**src/rtl/iir_pkg.sv**
```systemverilog
// Shared defaults and helpers for the iir_requant requantiser.
package iir_pkg;

  localparam int DEF_IN_W   = 36;
  localparam int DEF_SHIFT  = 14;
  localparam int DEF_OUT_W  = 16;
  localparam int DEF_WIDE_W = 18;
  localparam int DEF_NCH    = 4;

  // Channel tag width: never narrower than one bit, even for a single channel.
  function automatic int ch_w(input int n);
    return (n <= 2) ? 1 : $clog2(n);
  endfunction

endpackage

```
**src/rtl/iir_requant_clamp.sv**
```systemverilog
// requant_clamp: combinational signed clamp from IN_W bits down to OUT_W bits.
// sat is high exactly when the clamp altered the value.
module requant_clamp #(
  parameter int IN_W  = 22,
  parameter int OUT_W = 16
) (
  input  logic signed [IN_W-1:0]  din,
  output logic signed [OUT_W-1:0] dout,
  output logic                    sat
);

  if (IN_W > OUT_W) begin : g_clamp
    // Bits above the output sign bit must all equal it, otherwise the value is out of range.
    logic [IN_W-OUT_W:0] top_bits;
    assign top_bits = din[IN_W-1:OUT_W-1];

    // Pass through when in range, otherwise pick the rail matching the input sign.
    always_comb begin
      dout = din[OUT_W-1:0];
      sat  = 1'b0;
      if (!((&top_bits) || !(|top_bits))) begin
        sat  = 1'b1;
        dout = din[IN_W-1] ? {1'b1, {(OUT_W-1){1'b0}}} : {1'b0, {(OUT_W-1){1'b1}}};
      end
    end
  end else begin : g_pass
    assign dout = OUT_W'(din);
    assign sat  = 1'b0;
  end

endmodule

```
**src/rtl/iir_requant.sv**
```systemverilog
// iir_requant: two-stage requantiser (arithmetic shift, then clamp) with
// per-channel sticky saturation flags and a saturating clamp counter.
// Build option: define IIR_REQUANT_ROUND_EN for round-half-up instead of floor.
//
// Handshake: a beat transfers on a rising edge where valid && ready; the
// producer holds valid and payload until it transfers, and ready may depend
// combinationally on the downstream ready.
module iir_requant
  import iir_pkg::*;
#(
  parameter int IN_W   = DEF_IN_W,
  parameter int SHIFT  = DEF_SHIFT,
  parameter int OUT_W  = DEF_OUT_W,
  parameter int WIDE_W = DEF_WIDE_W,
  parameter int NCH    = DEF_NCH,
  localparam int CH_W  = ch_w(NCH)
) (
  input  logic                     clk,
  input  logic                     rst,
  input  logic                     s_valid,
  output logic                     s_ready,
  input  logic signed [IN_W-1:0]   s_data,
  input  logic [CH_W-1:0]          s_ch,
  output logic                     m_valid,
  input  logic                     m_ready,
  output logic signed [OUT_W-1:0]  m_data_sat,
  output logic [WIDE_W-1:0]        m_data_wide,
  output logic [CH_W-1:0]          m_ch,
  output logic                     m_sat,
  input  logic                     clr_sat,
  output logic [NCH-1:0]           sat_flags,
  output logic [15:0]              sat_count
);

  localparam int SW = IN_W - SHIFT;

  logic signed [SW-1:0] shifted;

`ifdef IIR_REQUANT_ROUND_EN
  logic signed [IN_W:0]    rnd_sum;
  logic signed [IN_W-SHIFT:0] rnd_q;
  logic                    unused_rnd_lsb;

  // Round half up: add half an LSB in one extra bit, then drop the fraction.
  // Only the most positive inputs can round past the SW-bit range; pin those to max.
  always_comb begin
    rnd_sum = {s_data[IN_W-1], s_data} + ((IN_W+1)'(1) << (SHIFT-1));
    rnd_q   = rnd_sum[IN_W:SHIFT];
    shifted = rnd_q[SW-1:0];
    if (rnd_q[SW] != rnd_q[SW-1]) begin
      shifted = {1'b0, {(SW-1){1'b1}}};
    end
  end
  assign unused_rnd_lsb = ^rnd_sum[SHIFT-1:0];
`else
  logic unused_floor_lsb;
  // Floor shift is just the upper bits of the two's-complement sample.
  assign shifted          = s_data[IN_W-1:SHIFT];
  assign unused_floor_lsb = ^s_data[SHIFT-1:0];
`endif

  // Stage 1 state
  logic                 s1_valid_q, s1_valid_d;
  logic signed [SW-1:0] s1_shift_q, s1_shift_d;
  logic [CH_W-1:0]      s1_ch_q,    s1_ch_d;

  // Stage 2 (output) state
  logic                    m_valid_q,     m_valid_d;
  logic signed [OUT_W-1:0] m_data_sat_q,  m_data_sat_d;
  logic [WIDE_W-1:0]       m_data_wide_q, m_data_wide_d;
  logic [CH_W-1:0]         m_ch_q,        m_ch_d;
  logic                    m_sat_q,       m_sat_d;

  // Saturation bookkeeping
  logic [NCH-1:0] sat_flags_q, sat_flags_d;
  logic [15:0]    sat_count_q, sat_count_d;

  logic signed [OUT_W-1:0] clamp_data;
  logic                    clamp_sat;
  logic                    s2_adv;
  logic                    s1_ready;
  logic                    sat_event;

  requant_clamp #(
    .IN_W  (SW),
    .OUT_W (OUT_W)
  ) u_clamp (
    .din  (s1_shift_q),
    .dout (clamp_data),
    .sat  (clamp_sat)
  );

  // Stage 2 can take a new beat when it is empty or its beat leaves this cycle;
  // stage 1 likewise frees up whenever its beat moves into stage 2.
  assign s2_adv    = !m_valid_q || m_ready;
  assign s1_ready  = !s1_valid_q || s2_adv;
  assign sat_event = m_valid_q && m_ready && m_sat_q;

  // Pipeline next-state: payloads only change on load, so a stalled output holds.
  always_comb begin
    s1_valid_d    = s1_valid_q;
    s1_shift_d    = s1_shift_q;
    s1_ch_d       = s1_ch_q;
    m_valid_d     = m_valid_q;
    m_data_sat_d  = m_data_sat_q;
    m_data_wide_d = m_data_wide_q;
    m_ch_d        = m_ch_q;
    m_sat_d       = m_sat_q;
    if (s1_ready) begin
      s1_valid_d = s_valid;
      if (s_valid) begin
        s1_shift_d = shifted;
        s1_ch_d    = s_ch;
      end
    end
    if (s2_adv) begin
      m_valid_d = s1_valid_q;
      if (s1_valid_q) begin
        m_data_sat_d  = clamp_data;
        m_data_wide_d = WIDE_W'(s1_shift_q);
        m_ch_d        = s1_ch_q;
        m_sat_d       = clamp_sat;
      end
    end
  end

  // Sticky flags and counter: clear first, so a same-cycle clamped transfer still lands.
  always_comb begin
    sat_flags_d = clr_sat ? '0 : sat_flags_q;
    sat_count_d = clr_sat ? 16'd0 : sat_count_q;
    for (int i = 0; i < NCH; i++) begin
      if (sat_event && (int'(m_ch_q) == i)) begin
        sat_flags_d[i] = 1'b1;
      end
    end
    if (sat_event && (sat_count_d != 16'hFFFF)) begin
      sat_count_d = sat_count_d + 16'd1;
    end
  end

  // State registers; reset drops any in-flight beats.
  always_ff @(posedge clk) begin
    if (rst) begin
      s1_valid_q    <= 1'b0;
      s1_shift_q    <= '0;
      s1_ch_q       <= '0;
      m_valid_q     <= 1'b0;
      m_data_sat_q  <= '0;
      m_data_wide_q <= '0;
      m_ch_q        <= '0;
      m_sat_q       <= 1'b0;
      sat_flags_q   <= '0;
      sat_count_q   <= '0;
    end else begin
      s1_valid_q    <= s1_valid_d;
      s1_shift_q    <= s1_shift_d;
      s1_ch_q       <= s1_ch_d;
      m_valid_q     <= m_valid_d;
      m_data_sat_q  <= m_data_sat_d;
      m_data_wide_q <= m_data_wide_d;
      m_ch_q        <= m_ch_d;
      m_sat_q       <= m_sat_d;
      sat_flags_q   <= sat_flags_d;
      sat_count_q   <= sat_count_d;
    end
  end

  assign s_ready     = s1_ready;
  assign m_valid     = m_valid_q;
  assign m_data_sat  = m_data_sat_q;
  assign m_data_wide = m_data_wide_q;
  assign m_ch        = m_ch_q;
  assign m_sat       = m_sat_q;
  assign sat_flags   = sat_flags_q;
  assign sat_count   = sat_count_q;

endmodule

```
**config.mk**
```make
export PLATFORM = sky130hd
export DESIGN_NAME = iir_requant
export DESIGN_NICKNAME = d
export VERILOG_FILES = /design/src/rtl/iir_pkg.sv /design/src/rtl/iir_requant_clamp.sv /design/src/rtl/iir_requant.sv
export SDC_FILE = /design/constraint.sdc
export NUM_CORES = 1
export LEC_CHECK = 0
export BUFFER_PORTS_ARGS = -buffer_cell sky130_fd_sc_hd__buf_4
export CORE_MARGIN = 2
export CORE_UTILIZATION = 30
export DETAILED_ROUTE_END_ITERATION = 7
export HOLD_SLACK_MARGIN = 0.15
export SYNTH_ARGS = -nofsm -noshare
export SYNTH_HDL_FRONTEND = slang
export SYNTH_SLANG_ARGS = --single-unit
```
**constraint.sdc**
```tcl
create_clock -name clk -period 2 [get_ports clk]
set_input_delay 0.4 -clock clk [delete_from_list [all_inputs] [get_ports clk]]
set_output_delay 0.4 -clock clk [all_outputs]
set_load 0.01 [all_outputs]
```
# Yosys cells after proc, flatten, opt, wreduce, memory -nomap -nowiden

Cells that the tools add are included.

Register bits after elaboration: 83
Bits of input ports: 43
Output and inout port bits: 59
Logic and storage cells: 50

$add $sub $neg: 1
Equality and inequality tests: 4
Multiplexer cells: 10
Reductions and logical operators: 22

Operators by type and width:

| cell                                          | number |
|---|---|
| two-way mux 16 bit                            | 4 |
| adder 16 x 1 -> 16 bit, second input constant | 1 |
| inequality test 16 bit, second input constant | 1 |
| nonzero test 2 bit                            | 4 |
| logical AND 1 bit                             | 7 |
| AND reduction 7 bit                           | 1 |
| OR reduction 7 bit                            | 1 |
| two-way mux 1 bit                             | 5 |
| == test 2 bit, second input constant          | 2 |
| two-way mux 4 bit                             | 1 |
| AND reduction 2 bit                           | 2 |
| logical NOT 1 bit                             | 3 |
| logical OR 1 bit                              | 3 |
| == test 2 x 1 -> 1 bit, second input constant | 1 |
| logical NOT 2 bit                             | 1 |

# Depth between registers and ports, before layout

Gate-level depths: netlist (run 1).

Word-level depth: 4
Gate-level depth with buffers: 6
Depth with buffers taken out: 4

# Hierarchy

Synthesis (run 1) repeated with hierarchy kept, for this count alone.

Cells, all modules: 443
Area total of the unflattened synthesis: 3,494.6 um^2

By module, submodules not included:

| module        | times used | cells each | area each (um^2) | seq. area each (um^2) |
|---|---|---|---|---|
| iir_requant   | 1          | 397        | 3,149.3          | 1,661.6 |
| requant_clamp | 1          | 46         | 345.3            | 0.0 |

# Least setup slack after synthesis (run 1)

Ideal clock, no wire load.

Path kind: flip-flop to flip-flop
Start point: register s1_shift_q[16]
End point: register m_data_sat_q[10], in the netlist m_data_sat[10]
Library setup time: 0.119 ns
Arrival time: 1.815 ns
Data required time: 1.881 ns
Setup slack: 0.066 ns
Cell stages (with the launch flop): 6
Path buffers: 1
Period minus slack after synthesis: 1.934 ns
Cell sequence: dfxtp_1 -> or4_1 -> or4_1 -> a21o_1 -> buf_6 -> o221a_1

Cells in the longest elaborated chain, start to end: 4
Elaborated cells between the ends (all ways): 5
Those cells by class: 1 x mux; 4 x reduce/logical

Ends and longest elaborated chain:

| item                     | RTL line                | text |
|---|---|---|
| start: declaration       | iir_requant.sv:64       | `logic signed [SW-1:0] s1_shift_q, s1_shift_d;` |
| start signal: assignment | iir_requant.sv:156      | `s1_shift_q <= s1_shift_d;` |
| OR reduction 7 bit       | iir_requant_clamp.sv:21 | `if (!((&top_bits) \|\| !(\|top_bits))) begin` |
| logical NOT 1 bit        | iir_requant_clamp.sv:21 |  |
| logical OR 1 bit (*)     | iir_requant_clamp.sv:21 |  |
| two-way mux 16 bit (*)   | iir_requant_clamp.sv:21 |  |
| end signal: assignment   | iir_requant.sv:159      | `m_data_sat_q <= m_data_sat_d;` |
| end: declaration         | iir_requant.sv:69       | `logic signed [OUT_W-1:0] m_data_sat_q, m_data_sat_d;` |

Every way passes the cells marked *; elsewhere a longest branch is shown, timed or not.
A chain may end at the register's enable or synchronous reset.

# Worst setup path after layout (run 1)

Start point: register s1_shift_q[16]
End point: register m_data_sat_q[0], in the netlist m_data_sat[0]

Same word-level chain as after synthesis.

==> impl_metrics.py, run 1 <==
metrics = {
    "clock_tree": {
        "ctsRootBufferMaster": "clkbuf_8",
        "cts_setup_buffers": 0,
        "tritoncts": "done",
        "clk_latency_ps": 350,
        "numCtsBuffers": 9,
        "clock-sinks": 83,
        "clockBufferDepth": 2,
        "cts.reportedPaths.clkPinSlew_ps": 80,
        "htreeDepth": 3,
    },
    "power_and_ir_drop": {
        "p_per_area_nw_per_um2": 746,
        "fin_total_pwr_mw": 3.14,
        "peakVddDrop_v": 0.000393,
        "leakage_nw": 1.67,
    },
    "cells_and_area": {
        "diodes": 0,
        "syn2layout_area_growth_pct": 33.1,
        "layout-drive-gt1-share_pct": 27.4,
        "fill_cells": 1087,
        "utilization_pct": 41.0,
        "fin_nets": 503,
    },
    "floorplan": {
        "die-area_um2": 11400,
        "io_pins": 102,
        "core_um2": 10300,
        "die_h_um": 107,
        "start_util_pct": 30.8,
        "die_w_um": 107,
        "num_rows": 37,
    },
    "synthesis": {
        "post-synth-top-area-cell": "dfxtp_1",
        "synthFlopType": "dfxtp_1",
        "synth_seq_cells": 83,
        "synthesis.nets": 413,
        "avgSynthCellArea_um2": 8.56,
        "synth_edf_count": 0,
        "yosys_warnings": 0,
        "ys_types": 40,
        "synth.top_cells.by_count": "nand2_1, dfxtp_1, a21oi_1",
        "netlist_top_cells_area": "dfxtp_1, nand2_1, a21oi_1",
        "synth_top_area_share_pct": 52.5,
        "syn-cell-area_um2": 3170,
        "syn_inst": 370,
        "async_flop_share_pct": 0,
        "yosysMostFrequentCell": "nand2_1",
        "synth-seq-area-share_pct": 52.5,
    },
    "route": {
        "viasPerCell": 4.91,
        "drtIter0Drc": 112,
        "drc_errors": 0,
        "ant_nets": 0,
        "firstDrtPassIters": 4,
        "vias": 2947,
        "routedWlPerCell_um": 14.0,
        "routed_wl_um": 8420,
    },
    "critical_path": {
        "cpMostUsedCell": "or4_4",
        "slowest_delay_ps": 510,
        "startpoint_type": "register",
        "slowest_stage": "or4_4",
        "required_ps": 2240,
        "worstSetupPathType": "register to register",
        "path_cells": "or4_4, or4_4, a21o_1, buf_12, o221a_2",
        "worst-path-buf-inv": 1,
        "critPathTopFamily": "simple AND/OR/NAND/NOR gates",
        "crit_path_max_fanout": 15,
        "cp_data_arrival_time_ps": 2190,
        "critPathCaptureType": "register",
    },
    "global_route": {
        "grt_use_met1_pct": 17.8,
        "use_met3_pct": 5.65,
        "grt_use_met2_pct": 26.4,
        "grt_pass1_wl_um": 13900,
        "overflow": 0,
        "grt_pass1_vias": 2851,
        "grt_max_degree": 35,
        "antenna_found_initial": 0,
        "grt_usage_pct": 15.4,
        "busiest_layer": "met2",
    },
    "placement": {
        "place_hpwl_um": 5770,
        "io_buffers": 87,
        "gp_congestion": 0.812,
    },
    "hold_path": {
        "min_path_type": "primary input to register",
    },
    "timing": {
        "fin_crit_ps": 1950,
        "final.period_utilization_pct": 97.5,
        "setup_tns_ps": 0,
        "hold_violations": 0,
        "grt_setup_unrepaired": "false",
        "finalSetupViolCount": 0,
        "tightest_slew_ps": 1010,
        "maxSlewHeadroom_pct": 32.4,
        "finalMaxSlewViolations": 0,
        "fmax_mhz": 513,
        "skew_ps": 11.7,
    },
    "job": {
        "drv_cap": 0,
    },
    "outcome": {
        "status": "complete, no violations",
    },
}
report_power, final:
| part | switching, mW | total [mW] | leakage, nW | internal [mW] |
|---|---|---|---|---|
| Clock | 0.582 | 1.05 | 0.0839 | 0.471 |
| Sequential | 0.0473 | 1.77 | 0.678 | 1.72 |
| Combinational | 0.166 | 0.325 | 0.911 | 0.160 |
layout by cell type, fill, tap and decap left out, types with 5 or more instances in the layout:
cell type / instances
nand2_1: 106
buf_4: 101
inv_1: 5
clkbuf_8: 10
nand4_1: 5
nand3_1: 7
nor2_1: 8
a21oi_1: 60
o221a_1: 10
dfxtp_1: 82
final cells by class:
type,instances,area (um2),area share [%]
sequential,83,1660,39.5
clock inverter,5,30.0,0.713
clock buffer,10,138,3.27
inverter,5,18.8,0.445
timing repair buffer,102,778,18.5
tap,136,170,4.04
multi-input combinational,259,1420,33.6
metrics by stage:
step	cells	setup WS, ps	cell area [um2]	hold WS [ps]
3_3_place_gp	585	53.2	4020	442
5_1_grt	600	6.38	4210	271
6_report	600	49.7	4210	292
2_1_floorplan	370	66.4	3170	432
3_5_place_dp	585	37.4	4020	444
4_1_cts	600	23.9	4190	273
logic make-up after synthesis:
| group | after synthesis | share of synthesized area (%) |
|---|---|---|
| flops | 83 | 52.5 |
| simple gates | 164 | 24.3 |
| mux | 2 | 0.672 |
| buf+inv | 28 | 3.56 |
| compound gates | 93 | 19.0 |
flip-flops by register name, summed over array words and instances, names as in the netlist:
name         count
m_valid          1
sat_flags        4
s1_ch_q          2
m_ch             2
s1_valid_q       1
sat_count       16
s1_shift_q      22
m_data_sat      16
m_sat            1
m_data_wide     18
tightest hold or removal path: cells and delay by family:
family,cells,cell delay [ps]
compound gates,1,50
simple gates,1,50
buf+inv,1,110
path summary, 6_finish.rpt:
kind	from	endpoint	slack, ps	cells past startpoint
setup reg to reg	s1_shift_q[16]$_SDFFE_PP0P_	m_data_sat[0]$_SDFFE_PP0P_	50	5
hold / removal	s_data[23]	s1_shift_q[9]$_SDFFE_PP0P_	290	3
setup / recovery	s1_shift_q[16]$_SDFFE_PP0P_	m_data_sat[0]$_SDFFE_PP0P_	50	5
hold reg to reg	s1_ch_q[1]$_SDFFE_PP0P_	m_ch[1]$_SDFFE_PP0P_	460	2
routing by layer:
metal,wire length [um],vias up
met5,0,-
met4,77,0
met3,591,7
met2,3980,76
met1,3760,1379
li1,-,1485
repair_timing:
action	in CTS	in global routing
hold buffers	0	0
gates resized for setup	0	5
endpoints found under the setup margin	0	15
endpoints found under the hold margin	0	0
No activity file was read; power rests on OpenSTA's default activity.
==> inputs of run 2 (changes only) <==
- MAX_ROUTING_LAYER: not set -> met4
==> run 2 against run 1 <==
Via count fell by 0.17%. Sequential share of layout area stayed put. Register-to-register slack is essentially flat. Design area unchanged. Combinational power barely moved. Clock power about the same. Count of clock-buffer cells in the layout stayed put. Fmax is essentially flat. Die area did not move.
==> impl_metrics.py, run 2 (synthesis gave the netlist of run 1 again) <==
metrics = {
    "route": {
        "firstDrtPassIters": 4,
        "routedWlPerCell_um": 14.1,
        "routed_wl_um": 8430,
        "viasPerCell": 4.90,
        "drc_errors": 0,
        "drtIter0Drc": 125,
        "vias": 2942,
        "ant_nets": 0,
    },
    "placement": {
        "gp_congestion": 0.824,
        "io_buffers": 87,
        "dp.cells": 585,
        "place_hpwl_um": 5770,
        "dp_slack_ps": 37.4,
    },
    "critical_path": {
        "cpMostUsedCell": "or4_4",
        "slowest_stage": "or4_4",
        "critPathCaptureType": "register",
        "critPathTopFamily": "simple AND/OR/NAND/NOR gates",
        "crit_path_max_fanout": 15,
        "slowest_delay_ps": 510,
        "startpoint_type": "register",
        "worst-path-buf-inv": 1,
        "required_ps": 2240,
        "path_cells": "or4_4, or4_4, a21o_1, buf_12, o221a_2",
        "cp_data_arrival_time_ps": 2190,
        "worstSetupPathType": "register to register",
        "cp-startpoint": "s1_shift_q[16]$_SDFFE_PP0P_",
        "r2r_start": "s1_shift_q[16]$_SDFFE_PP0P_",
    },
    "power_and_ir_drop": {
        "p_per_area_nw_per_um2": 746,
        "clock_power_share_pct": 33.5,
        "peakVddDrop_v": 0.000395,
        "leakage_nw": 1.67,
        "power_frac_comb_pct": 10.4,
        "p_int_mw": 2.35,
        "p_sw_share_pct": 25.3,
        "p_switching_mw": 0.795,
        "pwr-share-seq_pct": 56.2,
    },
    "floorplan": {
        "die_w_um": 107,
        "start_util_pct": 30.8,
        "die-area_um2": 11400,
        "die_h_um": 107,
        "num_rows": 37,
        "core_um2": 10300,
        "io_pins": 102,
    },
    "cells_and_area": {
        "layout_commonest_cell": "nand2_1",
        "layout-drive-gt1-share_pct": 27.4,
        "fin_nets": 503,
        "regMostFlops": "s1_shift_q",
        "syn2layout_area_growth_pct": 33.1,
        "regArea_um2": 1660,
        "multi_input_area_um2": 1420,
        "final_cells": 600,
        "diodes": 0,
        "fill_cells": 1087,
        "layout_common_cells": "nand2_1, buf_4, dfxtp_1",
        "largest_register_ffs": 22,
    },
    "timing": {
        "setup_tns_ps": 0,
        "hold_violations": 0,
        "final.period_utilization_pct": 97.5,
        "skew_ps": 11.7,
        "fmax_mhz": 513,
        "worst_slack_ps": 49.8,
        "tightest_slew_ps": 1010,
        "grt_setup_unrepaired": "false",
        "finalMaxSlewViolations": 0,
        "maxSlewHeadroom_pct": 32.8,
        "finalSetupViolCount": 0,
        "fin_crit_ps": 1950,
    },
    "clock_tree": {
        "numCtsBuffers": 9,
        "clk_latency_ps": 350,
        "tritoncts": "done",
        "htreeDepth": 3,
        "ctsRootBufferMaster": "clkbuf_8",
        "clock-sinks": 83,
        "cts.reportedPaths.clkPinSlew_ps": 80,
        "clockBufferDepth": 2,
        "cts_setup_buffers": 0,
    },
    "global_route": {
        "grt_usage_pct": 15.7,
        "grt_max_degree": 35,
        "grt_pass1_wl_um": 13900,
        "overflow": 0,
        "grt_pass1_vias": 2846,
        "antenna_found_initial": 0,
    },
    "hold_path": {
        "min_from": "s_data[23]",
        "min_path_type": "primary input to register",
    },
    "outcome": {
        "status": "complete, no violations",
    },
    "job": {
        "drv_cap": 0,
    },
}
==> run 2: power by group through the flow <==
stage / registers [mW] / logic [mW] / clock network, mW
global placement: 1.80 / 0.317 / 0
floorplan: 1.81 / 0.145 / 0
finish: 1.77 / 0.326 / 1.05
detailed placement: 1.80 / 0.322 / 0
global route: 1.78 / 0.359 / 1.16
CTS: 1.76 / 0.322 / 1.10
==> run 2: per-stage QoR <==
step | power, mW | util, % | cell area [um2] | hold slack, ps
5_1_grt | 3.29 | 41.0 | 4210 | 274
6_report | 3.14 | 41.0 | 4210 | 294
4_1_cts | 3.18 | 40.7 | 4190 | 273
2_1_floorplan | 1.95 | - | 3170 | 432
3_3_place_gp | 2.12 | 39.1 | 4020 | 442
3_5_place_dp | 2.12 | 39.1 | 4020 | 444
==> run 2: layer usage <==
metal	part of all wire (%)	GRT usage, %
met1	45	18.0
met2	48	26.4
met4	0.75	4.55
met3	6.3	5.11
met5	0	-
==> run 2: final timing paths <==
| kind | slack, ps | to | depth (start not counted) |
|---|---|---|---|
| worst max-delay path | 50 | m_data_sat[0]$_SDFFE_PP0P_ | 5 |
| worst min-delay path | 290 | s1_shift_q[9]$_SDFFE_PP0P_ | 3 |
| worst max register to register | 50 | m_data_sat[0]$_SDFFE_PP0P_ | 5 |
| worst min register to register | 460 | m_ch[1]$_SDFFE_PP0P_ | 2 |
==> run 2: area by class of cell <==
type	instances	area share (%)
flip-flops and latches	83	39.5
multi-input cells	259	33.6
repair buffers	102	18.5
well taps	136	4.04
clock buffers	10	3.27
clock inverters	5	0.713
inverters	5	0.445
==> run 2: worst reg2reg max path, cell delays in order (launching register included) <==
cell and delay, ps:
dfxtp_2 320, or4_4 510, or4_4 430, a21o_1 200, buf_12 150, o221a_2 240
==> run 2: repair_timing <==
action | 4_1_cts | 5_1_grt
hold buffers | 0 | 0
resized for setup | 0 | 5
endpoints found under the setup margin | 0 | 15
==> inputs of run 3 (changes only) <==
- RECOVER_POWER: not set -> 100
==> run 3 against run 2 <==
Clock power hardly changed. First-iteration DRC count is 16% lower. Highest routed layer unchanged. Sequential power hardly changed. Sequential cell count stayed put. Worst setup slack better by 3.3 ps. Sequential share of layout area is 2.3 points higher. Worst hold slack better by 0.97 ps. Global-route usage stayed put. Critical path depth stayed put.
==> impl_metrics.py, run 3 (synthesis gave the netlist of run 1 again) <==
metrics = {
    "route": {
        "routed_wl_um": 8460,
        "viasPerCell": 4.92,
        "firstDrtPassIters": 4,
        "drc_errors": 0,
        "drtIter0Drc": 105,
        "vias": 2949,
        "ant_nets": 0,
        "routedWlPerCell_um": 14.1,
    },
    "timing": {
        "fin_crit_ps": 1950,
        "tightest_slew_ps": 1010,
        "fmax_mhz": 514,
        "hold_violations": 0,
        "setup_tns_ps": 0,
        "skew_ps": 11.0,
        "final.period_utilization_pct": 97.3,
        "maxSlewHeadroom_pct": 32.3,
        "finalSetupViolCount": 0,
        "grt_setup_unrepaired": "false",
        "finalMaxSlewViolations": 0,
    },
    "critical_path": {
        "crit_path_max_fanout": 15,
        "cp_data_arrival_time_ps": 2190,
        "startpoint_type": "register",
        "critPathCaptureType": "register",
        "required_ps": 2240,
        "worstSetupPathType": "register to register",
    },
    "hold_path": {
        "min_path_type": "primary input to register",
    },
    "power_and_ir_drop": {
        "fin_total_pwr_mw": 3.11,
        "p_per_area_nw_per_um2": 782,
        "peakVddDrop_v": 0.000389,
        "leakage_nw": 1.41,
    },
    "placement": {
        "placed_cell_area_um2": 4020,
        "io_buffers": 87,
        "gp_congestion": 0.824,
        "dp.cells": 585,
        "place_hpwl_um": 5770,
    },
    "floorplan": {
        "core_um2": 10300,
        "die_w_um": 107,
        "num_rows": 37,
        "io_pins": 102,
        "start_util_pct": 30.8,
        "die-area_um2": 11400,
        "die_h_um": 107,
    },
    "global_route": {
        "grt_pass1_vias": 2846,
        "grt_usage_pct": 15.7,
        "antenna_found_initial": 0,
        "grt_pass1_wl_um": 13900,
        "grt_max_degree": 35,
        "overflow": 0,
    },
    "clock_tree": {
        "clock-sinks": 83,
        "clockBufferDepth": 2,
        "tritoncts": "done",
        "holdBufCountCts": 0,
        "htreeDepth": 3,
        "numCtsBuffers": 9,
        "cts.reportedPaths.clkPinSlew_ps": 80,
        "ctsRootBufferMaster": "clkbuf_8",
        "clk_latency_ps": 350,
        "cts_setup_buffers": 0,
    },
    "cells_and_area": {
        "utilization_pct": 38.7,
        "final_cells": 600,
        "syn2layout_area_growth_pct": 25.6,
        "diodes": 0,
        "largest_register_ffs": 22,
        "design_area_um2": 3980,
        "layout_commonest_cell": "nand2_1",
        "fin_nets": 503,
        "regMostFlops": "s1_shift_q",
        "layout_common_cells": "nand2_1, dfxtp_1, clkbuf_1",
        "fill_cells": 1131,
        "layout-drive-gt1-share_pct": 13.8,
    },
    "job": {
        "drv_cap": 0,
    },
    "outcome": {
        "status": "complete, no violations",
    },
}
-- run 3: changes by cell type in the layout (fill, tap and decap cells not counted) --
cell / delta
clkbuf_2: +2
clkbuf_1: +62
buf_4: -64
dfxtp_1: +1
dfxtp_2: -1
-- run 3: cell type report --
cell class                 count  area, um2  share of cell area (%)
clock inverter                 5       30.0                   0.755
multi-input combinational    259       1420                    35.6
inverter                       5       18.8                   0.472
sequential                    83       1660                    41.8
timing repair buffer         102        541                    13.6
clock buffer                  10        138                    3.46
tap                          136        170                    4.28
-- run 3: power breakdown --
group / switching [mW] / leakage, nW / internal, mW
combinational: 0.166 / 0.651 / 0.129
clock: 0.578 / 0.0839 / 0.471
sequential: 0.0462 / 0.677 / 1.72
total: 0.790 / 1.41 / 2.32
-- run 3: timing repair --
item | in CTS | in global routing
setup endpoints to repair | 0 | 15
endpoints found under the hold margin | 0 | 0
resized for setup | 0 | 5
-- run 3: per-stage QoR --
step	worst slack, ps	hold WS (ps)
floorplan	66.4	432
global placement	53.2	442
detailed placement	37.4	444
CTS	23.9	273
global route	6.09	274
finish	53.1	295
-- run 3: routing by layer --
layer	track usage, %	share of wire, %	vias up
met5	-	0	-
met4	4.55	0.77	0
met3	5.11	6.4	6
met2	26.4	48	81
met1	18.0	45	1379
li1	-	-	1483
-- run 3: critical path, cell delays in order (launching register included) --
cell	delay, ps
dfxtp_1	320
or4_4	520
or4_4	420
a21o_1	200
buf_12	150
o221a_2	230
-- run 3: final timing paths --
kind	start	endpoint	slack, ps	cells after the start
max	s1_shift_q[16]$_SDFFE_PP0P_	m_data_sat[0]$_SDFFE_PP0P_	50	5
max reg2reg	s1_shift_q[16]$_SDFFE_PP0P_	m_data_sat[0]$_SDFFE_PP0P_	50	5
min reg2reg	s1_ch_q[0]$_SDFFE_PP0P_	m_ch[0]$_SDFFE_PP0P_	460	2
min	s_data[27]	s1_shift_q[13]$_SDFFE_PP0P_	300	3
